--- src/rtl/debounce_multi_pkg.sv ---
// Shared types and sizing helpers for the multi-channel debouncer.
package debounce_multi_pkg;

  typedef enum logic {ST_INIT, ST_RUN} dbm_state_e;

  // Width of a counter that must hold 0..max_val (never narrower than 1 bit).
  function automatic int cnt_w(input int max_val);
    return (max_val < 1) ? 1 : $clog2(max_val + 1);
  endfunction

  // Clocks per 1 ms tick.
  function automatic int tick_div(input int clk_hz);
    return clk_hz / 1000;
  endfunction

endpackage

--- src/rtl/debounce_chan.sv ---
// One debounce channel: synchroniser, stability counter, clean level flop,
// edge pulses and (optionally) long-press detection.
module debounce_chan
  import debounce_multi_pkg::*;
#(
  parameter int   SYNC_STAGES   = 2,
  parameter int   DEBOUNCE_MS   = 5,
  parameter int   LONG_PRESS_MS = 1000,
  parameter bit   HAS_LONG      = 1'b0,
  parameter logic IDLE          = 1'b0   // db value meaning "inactive"
) (
  input  logic clk,
  input  logic reset,
  input  logic run,
  input  logic tick,
  input  logic pin,
  output logic db,
  output logic press_ev,
  output logic rel_ev,
  output logic long_ev,
  output logic held
);

  localparam int SCW = cnt_w(DEBOUNCE_MS);
  localparam logic [SCW-1:0] ST_LAST = SCW'(DEBOUNCE_MS - 1);

  logic [SYNC_STAGES-1:0] sync;
  logic                   s;
  logic [SCW-1:0]         stable_cnt;
  logic                   accept;
  logic                   active;

  // Synchroniser resets to the idle level so no phantom edge appears after reset.
  always_ff @(posedge clk or posedge reset)
    if (reset) sync <= {SYNC_STAGES{IDLE}};
    else       sync <= {sync[SYNC_STAGES-2:0], pin};

  assign s      = sync[SYNC_STAGES-1];
  assign active = db ^ IDLE;
  // The tick that completes the stable window is the one that accepts the new level.
  assign accept = run && (s != db) && tick && (stable_cnt == ST_LAST);

  // Clean level and edge pulses; before RUN the level simply tracks the input.
  always_ff @(posedge clk or posedge reset)
    if (reset) begin
      db         <= IDLE;
      stable_cnt <= '0;
      press_ev   <= 1'b0;
      rel_ev     <= 1'b0;
    end else begin
      press_ev <= 1'b0;
      rel_ev   <= 1'b0;
      if (!run) begin
        db         <= s;
        stable_cnt <= '0;
      end else if (s == db) begin
        stable_cnt <= '0;
      end else if (accept) begin
        db         <= s;
        stable_cnt <= '0;
        press_ev   <= (s != IDLE);
        rel_ev     <= (s == IDLE);
      end else if (tick) begin
        stable_cnt <= stable_cnt + 1'b1;
      end
    end

  if (HAS_LONG) begin : g_long
    localparam int HCW = cnt_w(LONG_PRESS_MS);
    localparam logic [HCW-1:0] HOLD_MAX  = HCW'(LONG_PRESS_MS);
    localparam logic [HCW-1:0] HOLD_LAST = HCW'(LONG_PRESS_MS - 1);
    logic [HCW-1:0] hold_cnt;

    // Active-time counter; saturates so pb_long fires once per press.
    always_ff @(posedge clk or posedge reset)
      if (reset) begin
        hold_cnt <= '0;
        long_ev  <= 1'b0;
        held     <= 1'b0;
      end else begin
        long_ev <= 1'b0;
        if (!run || (accept && (s == IDLE))) begin
          hold_cnt <= '0;
          held     <= 1'b0;
        end else if (active && tick && (hold_cnt != HOLD_MAX)) begin
          hold_cnt <= hold_cnt + 1'b1;
          if (hold_cnt == HOLD_LAST) begin
            long_ev <= 1'b1;
            held    <= 1'b1;
          end
        end
      end
  end else begin : g_nolong
    assign long_ev = 1'b0;
    assign held    = 1'b0;
  end

endmodule

--- src/rtl/debounce_multi.sv ---
// Button/switch conditioner: shared 1 ms prescaler, INIT/RUN sequencer and
// one debounce_chan per pin.
module debounce_multi
  import debounce_multi_pkg::*;
#(
  parameter int              N_PB          = 6,
  parameter int              N_SW          = 16,
  parameter int              CLK_HZ        = 50000000,
  parameter int              DEBOUNCE_MS   = 5,
  parameter int              LONG_PRESS_MS = 1000,
  parameter int              SYNC_STAGES   = 2,
  parameter logic [N_PB-1:0] PB_ACTIVE_LOW = 6'b000001
) (
  input  logic            clk,
  input  logic            reset,
  input  logic            en,
  input  logic [N_PB-1:0] pbtn_in,
  input  logic [N_SW-1:0] switch_in,
  output logic [N_PB-1:0] pbtn_db,
  output logic [N_SW-1:0] swtch_db,
  output logic [N_PB-1:0] pb_press,
  output logic [N_PB-1:0] pb_release,
  output logic [N_PB-1:0] pb_long,
  output logic [N_PB-1:0] pb_held,
  output logic [N_SW-1:0] sw_change,
  output logic            ready
);

  localparam int TDIV = tick_div(CLK_HZ);
  localparam int PW   = cnt_w(TDIV - 1);
  localparam int IW   = cnt_w(DEBOUNCE_MS);

  logic [PW-1:0] pre_cnt;
  logic          tick;
  logic          run;
  dbm_state_e    state, state_nxt;
  logic [IW-1:0] init_cnt, init_cnt_nxt;
  logic [N_SW-1:0] sw_rise, sw_fall, sw_long_unused, sw_held_unused;

  assign tick = en && (pre_cnt == PW'(TDIV - 1));

  // 1 ms prescaler; en low holds the count so the tick phase is kept.
  always_ff @(posedge clk or posedge reset)
    if (reset)   pre_cnt <= '0;
    else if (en) pre_cnt <= tick ? '0 : pre_cnt + 1'b1;

  // Sequencer state register.
  always_ff @(posedge clk or posedge reset)
    if (reset) begin
      state    <= ST_INIT;
      init_cnt <= '0;
    end else begin
      state    <= state_nxt;
      init_cnt <= init_cnt_nxt;
    end

  // INIT lasts one debounce window so the flops settle on the real pin levels.
  always_comb begin
    state_nxt    = state;
    init_cnt_nxt = init_cnt;
    case (state)
      ST_INIT:
        if (tick) begin
          if (init_cnt == IW'(DEBOUNCE_MS - 1)) begin
            state_nxt    = ST_RUN;
            init_cnt_nxt = '0;
          end else begin
            init_cnt_nxt = init_cnt + 1'b1;
          end
        end
      ST_RUN:  state_nxt = ST_RUN;
      default: state_nxt = ST_INIT;
    endcase
  end

  assign run   = (state == ST_RUN);
  assign ready = run;

  for (genvar i = 0; i < N_PB; i++) begin : g_pb
    debounce_chan #(
      .SYNC_STAGES(SYNC_STAGES), .DEBOUNCE_MS(DEBOUNCE_MS),
      .LONG_PRESS_MS(LONG_PRESS_MS), .HAS_LONG(1'b1), .IDLE(PB_ACTIVE_LOW[i])
    ) u_chan (
      .clk(clk), .reset(reset), .run(run), .tick(tick), .pin(pbtn_in[i]),
      .db(pbtn_db[i]), .press_ev(pb_press[i]), .rel_ev(pb_release[i]),
      .long_ev(pb_long[i]), .held(pb_held[i])
    );
  end

  for (genvar j = 0; j < N_SW; j++) begin : g_sw
    debounce_chan #(
      .SYNC_STAGES(SYNC_STAGES), .DEBOUNCE_MS(DEBOUNCE_MS),
      .LONG_PRESS_MS(LONG_PRESS_MS), .HAS_LONG(1'b0), .IDLE(1'b0)
    ) u_chan (
      .clk(clk), .reset(reset), .run(run), .tick(tick), .pin(switch_in[j]),
      .db(swtch_db[j]), .press_ev(sw_rise[j]), .rel_ev(sw_fall[j]),
      .long_ev(sw_long_unused[j]), .held(sw_held_unused[j])
    );
  end

  assign sw_change = sw_rise | sw_fall;

endmodule

--- config.mk ---
export PLATFORM = sky130hd
export DESIGN_NAME = debounce_multi
export DESIGN_NICKNAME = d
export VERILOG_FILES = /design/src/rtl/debounce_multi_pkg.sv /design/src/rtl/debounce_chan.sv /design/src/rtl/debounce_multi.sv
export SDC_FILE = /design/constraint.sdc
export NUM_CORES = 1
export LEC_CHECK = 0
export ABC_AREA = 1
export BUFFER_PORTS_ARGS = -buffer_cell sky130_fd_sc_hd__buf_4
export CAP_MARGIN = 15
export CORE_AREA = 5 5 157 159
export CTS_BUF_LIST = sky130_fd_sc_hd__clkbuf_8
export DETAILED_ROUTE_END_ITERATION = 7
export DIE_AREA = 0 0 162 164
export GPL_TIMING_DRIVEN = 1
export HOLD_SLACK_MARGIN = 0.06
export PLACE_DENSITY = 0.78
export SYNTH_ARGS = -nofsm -noshare
export SYNTH_HDL_FRONTEND = slang
export SYNTH_SLANG_ARGS = --single-unit
--- constraint.sdc ---
create_clock -name clk -period 23.9 [get_ports clk]
set_input_delay 4.78 -clock clk [delete_from_list [all_inputs] [get_ports clk]]
set_output_delay 4.78 -clock clk [all_outputs]
set_load 0.005 [all_outputs]
==> impl_metrics.env <==
export IMPL_status="finished, final reports clean"
export IMPL_clkTransAtPathRegs_ns=0.05
export IMPL_cts_tree="done"
export IMPL_synth_largest_area_cell="dfrtp_1"
export IMPL_ys_top_cells_by_count="nand2_1, dfrtp_1, inv_1, nor2_1, nand3_1"
export IMPL_avgSynthCellArea_um2=8.43
export IMPL_die_x_um=162
export IMPL_hold_start="g_sw[3].u_chan.sync[0]"
export IMPL_wl_per_cell_um=13.2
export IMPL_track_usage=0.208
export IMPL_critPathCaptureType="register"
export IMPL_power_internal_mw=0.689
export IMPL_tns_ns=0
export IMPL_netlist_top_cells_area="dfrtp_1, nand2_1, inv_1"
export IMPL_cts_sinks=268
export IMPL_seq_area_frac_synth=0.493
export IMPL_grt_setup_unrepaired="false"
export IMPL_worstPathArrival_ns=7.00
export IMPL_antenna_found_initial=0
export IMPL_dp_hpwl_um=17800
export IMPL_cts_resized=0
export IMPL_cts_root_buf="clkbuf_8"
export IMPL_htree_levels=2
export IMPL_peakVddDrop_v=0.0000378
export IMPL_leakagePower_nw=7.84
export IMPL_final_hold_violation_count=0
export IMPL_synth_top_area_share=0.488
export IMPL_whs_ns=0.348
export IMPL_start_kind="input pin"
export IMPL_synth_nets=1698
export IMPL_initial_core_util=0.588
export IMPL_setup_violations_final=0
export IMPL_drtAntennaViolNets=0
export IMPL_num_vias=10400
export IMPL_core_mm2=0.0231
export IMPL_path_class="in -> reg"
export IMPL_p_per_area_mw_per_mm2=60.3
export IMPL_required_ns=24.31
export IMPL_netlist_instances=1614
export IMPL_grt_pass1_wl_um=46300
export IMPL_timing_slew_headroom=0.346
export IMPL_drc_errors=0
export IMPL_clockBufferDepth=3
export IMPL_cts_made_buffers=46
export IMPL_clock_power_share=0.432
export IMPL_tightest_slew_ns=0.981
export IMPL_async_reset_ff_frac=1.00
export IMPL_die_h_um=164
export IMPL_power_share_switching=0.240
export IMPL_period_share=0.276
export IMPL_yosysMostFrequentCell="nand2_1"
export IMPL_period_minus_slack_ns=6.59
export IMPL_drive_above_1_share=0.128
export IMPL_pwr_share_seq=0.524
export IMPL_grt_pass1_vias=10200
export IMPL_synth_edff_count=0
export IMPL_skew_ns=0.0194
export IMPL_synth_ff_type="dfrtp_1"
export IMPL_cts_hold_buf=0
export IMPL_holdCritPathClass="reg -> reg"
export IMPL_netlist_area_mm2=0.0136
export IMPL_worstSkewPairLatency_ns=0.55
export IMPL_vias_per_cell=5.20
export IMPL_maxCapViolations=0
export IMPL_layout_nets=1763
export IMPL_rows=56
export IMPL_timing_final_max_slew_violations=0
export IMPL_worstReg2RegStart="pre_cnt[0]"
export IMPL_wirelength_um=26500
export IMPL_ys_ff_latch=268
export IMPL_path_max_fanout=49
export IMPL_synth_warnings=0
export IMPL_portBuffers=87
export IMPL_comb_power_share=0.044
export IMPL_dieArea_mm2=0.0266
export IMPL_p_switching_mw=0.217
export IMPL_drt_initial_drc_count=595
export IMPL_synth_distinct_cells=37
export IMPL_drt_pass1_iterations=5
export IMPL_startpoint="en"
export IMPL_diodes=0
export IMPL_area_growth_syn_to_layout_pct=10.4
export IMPL_grt_max_degree=113
export IMPL_gr_total_overflow=0
export IMPL_max_freq_mhz=152
export IMPL_pin_count=88
export IMPL_place_gp_congestion=0.874
export IMPL_postCtsSetupRepairBufs=0
## cell families (layout without fill, tap and decap cells)
group                      Yosys count  after routing  synth area share
adders and majority gates           59             59            0.0543
buffers and inverters              293            392            0.0991
and+or+nand+nor                    816            816             0.266
DFF                                268            268             0.493
AOI/OAI and AO/OA                  142            142            0.0637
xor gates and xnor gates            36             36            0.0232
## cell type report
type                    instances  area, um^2
clock inverters                26         115
fillers                      1888        8100
flip-flops and latches        268        6710
repair buffers                 92         691
clock buffers                  56         771
multi-input cells            1053        5540
well taps                     290         363
inverters                     218         826
## per-layer routing
layer / wire length, um / vias up / global-route usage
met5: 0 / - / 0
met4: 608 / 0 / 0.0696
met3: 1250 / 45 / 0.0437
met2: 12800 / 208 / 0.351
met1: 11900 / 4934 / 0.269
li1: - / 5229 / -
## cells in the final DEF (no fill, tap or decap), drive strengths merged, types with 3 or more instances in the layout
cell / instances
a22o: 5
xor2: 19
dfrtp: 265
o21ai: 57
ha: 59
buf: 92
clkbuf: 56
or2: 17
nor3: 24
nand3b: 7
o21a: 15
clkinv: 5
inv: 237
nand2: 380
a21oi: 33
nand3: 120
xnor2: 17
dfstp: 3
nor2: 218
o31ai: 24
nand4: 48
o2111ai: 5
## critical path, stage by stage
cell	delay, ns
buf_4	0.16
nand2_1	0.08
inv_2	0.05
nand2_1	0.08
nor2_4	0.13
inv_2	0.06
nor2_4	0.32
buf_4	0.55
nand4_1	0.28
nand2_1	0.39
nor2_1	0.10
## metrics by stage
| stage | cells | total power, mW | setup WS (ns) | utilization | instance area [um^2] |
|---|---|---|---|---|---|
| final | 2003 | 0.906 | 17.31 | 0.650 | 15000 |
| after global routing | 2003 | 0.950 | 17.17 | 0.650 | 15000 |
| after CTS | 2003 | 0.919 | 17.35 | 0.650 | 15000 |
| after detailed placement | 1921 | 0.523 | 16.77 | 0.611 | 14100 |
| after global placement | 1921 | 0.521 | 16.86 | 0.611 | 14100 |
| after floorplan | 1614 | 0.510 | 11.74 | - | 13600 |
## flip-flops by register name (all words and copies together), names as in the netlist
name,count
g_pb.u_chan.g_long.hold_cnt,60
g_sw.u_chan.stable_cnt,48
g_sw.u_chan.sync,32
g_pb.u_chan.stable_cnt,18
g_sw.u_chan.db,16
g_sw.u_chan.press_ev,16
g_sw.u_chan.rel_ev,16
pre_cnt,16
g_pb.u_chan.sync,12
g_pb.u_chan.db,6
g_pb.u_chan.held,6
g_pb.u_chan.long_ev,6
g_pb.u_chan.press_ev,6
g_pb.u_chan.rel_ev,6
init_cnt,3
ready,1
## worst paths after layout
| path | endpoint | slack, ns | cells past startpoint |
|---|---|---|---|
| max | g_pb[0].u_chan.g_long.hold_cnt[5] | 17.31 | 11 |
| min | g_sw[3].u_chan.sync[1] | 0.35 | 0 |
| max reg2reg | g_pb[0].u_chan.g_long.hold_cnt[5] | 21.09 | 9 |
| min reg2reg | g_sw[3].u_chan.sync[1] | 0.35 | 0 |
| max in group asynchronous | ready | 18.00 | 3 |
| min in group asynchronous | g_pb[1].u_chan.long_ev | 4.37 | 2 |
## power groups by stage
stage               Sequential (mW)  Combinational, mW  Clock [mW]
global route                  0.476             0.0466       0.428
global placement              0.482             0.0394           0
floorplan                     0.480             0.0301           0
finish                        0.475             0.0398       0.392
detailed placement            0.482             0.0405           0
CTS                           0.474             0.0407       0.404
(Power assumes the default switching activity.)
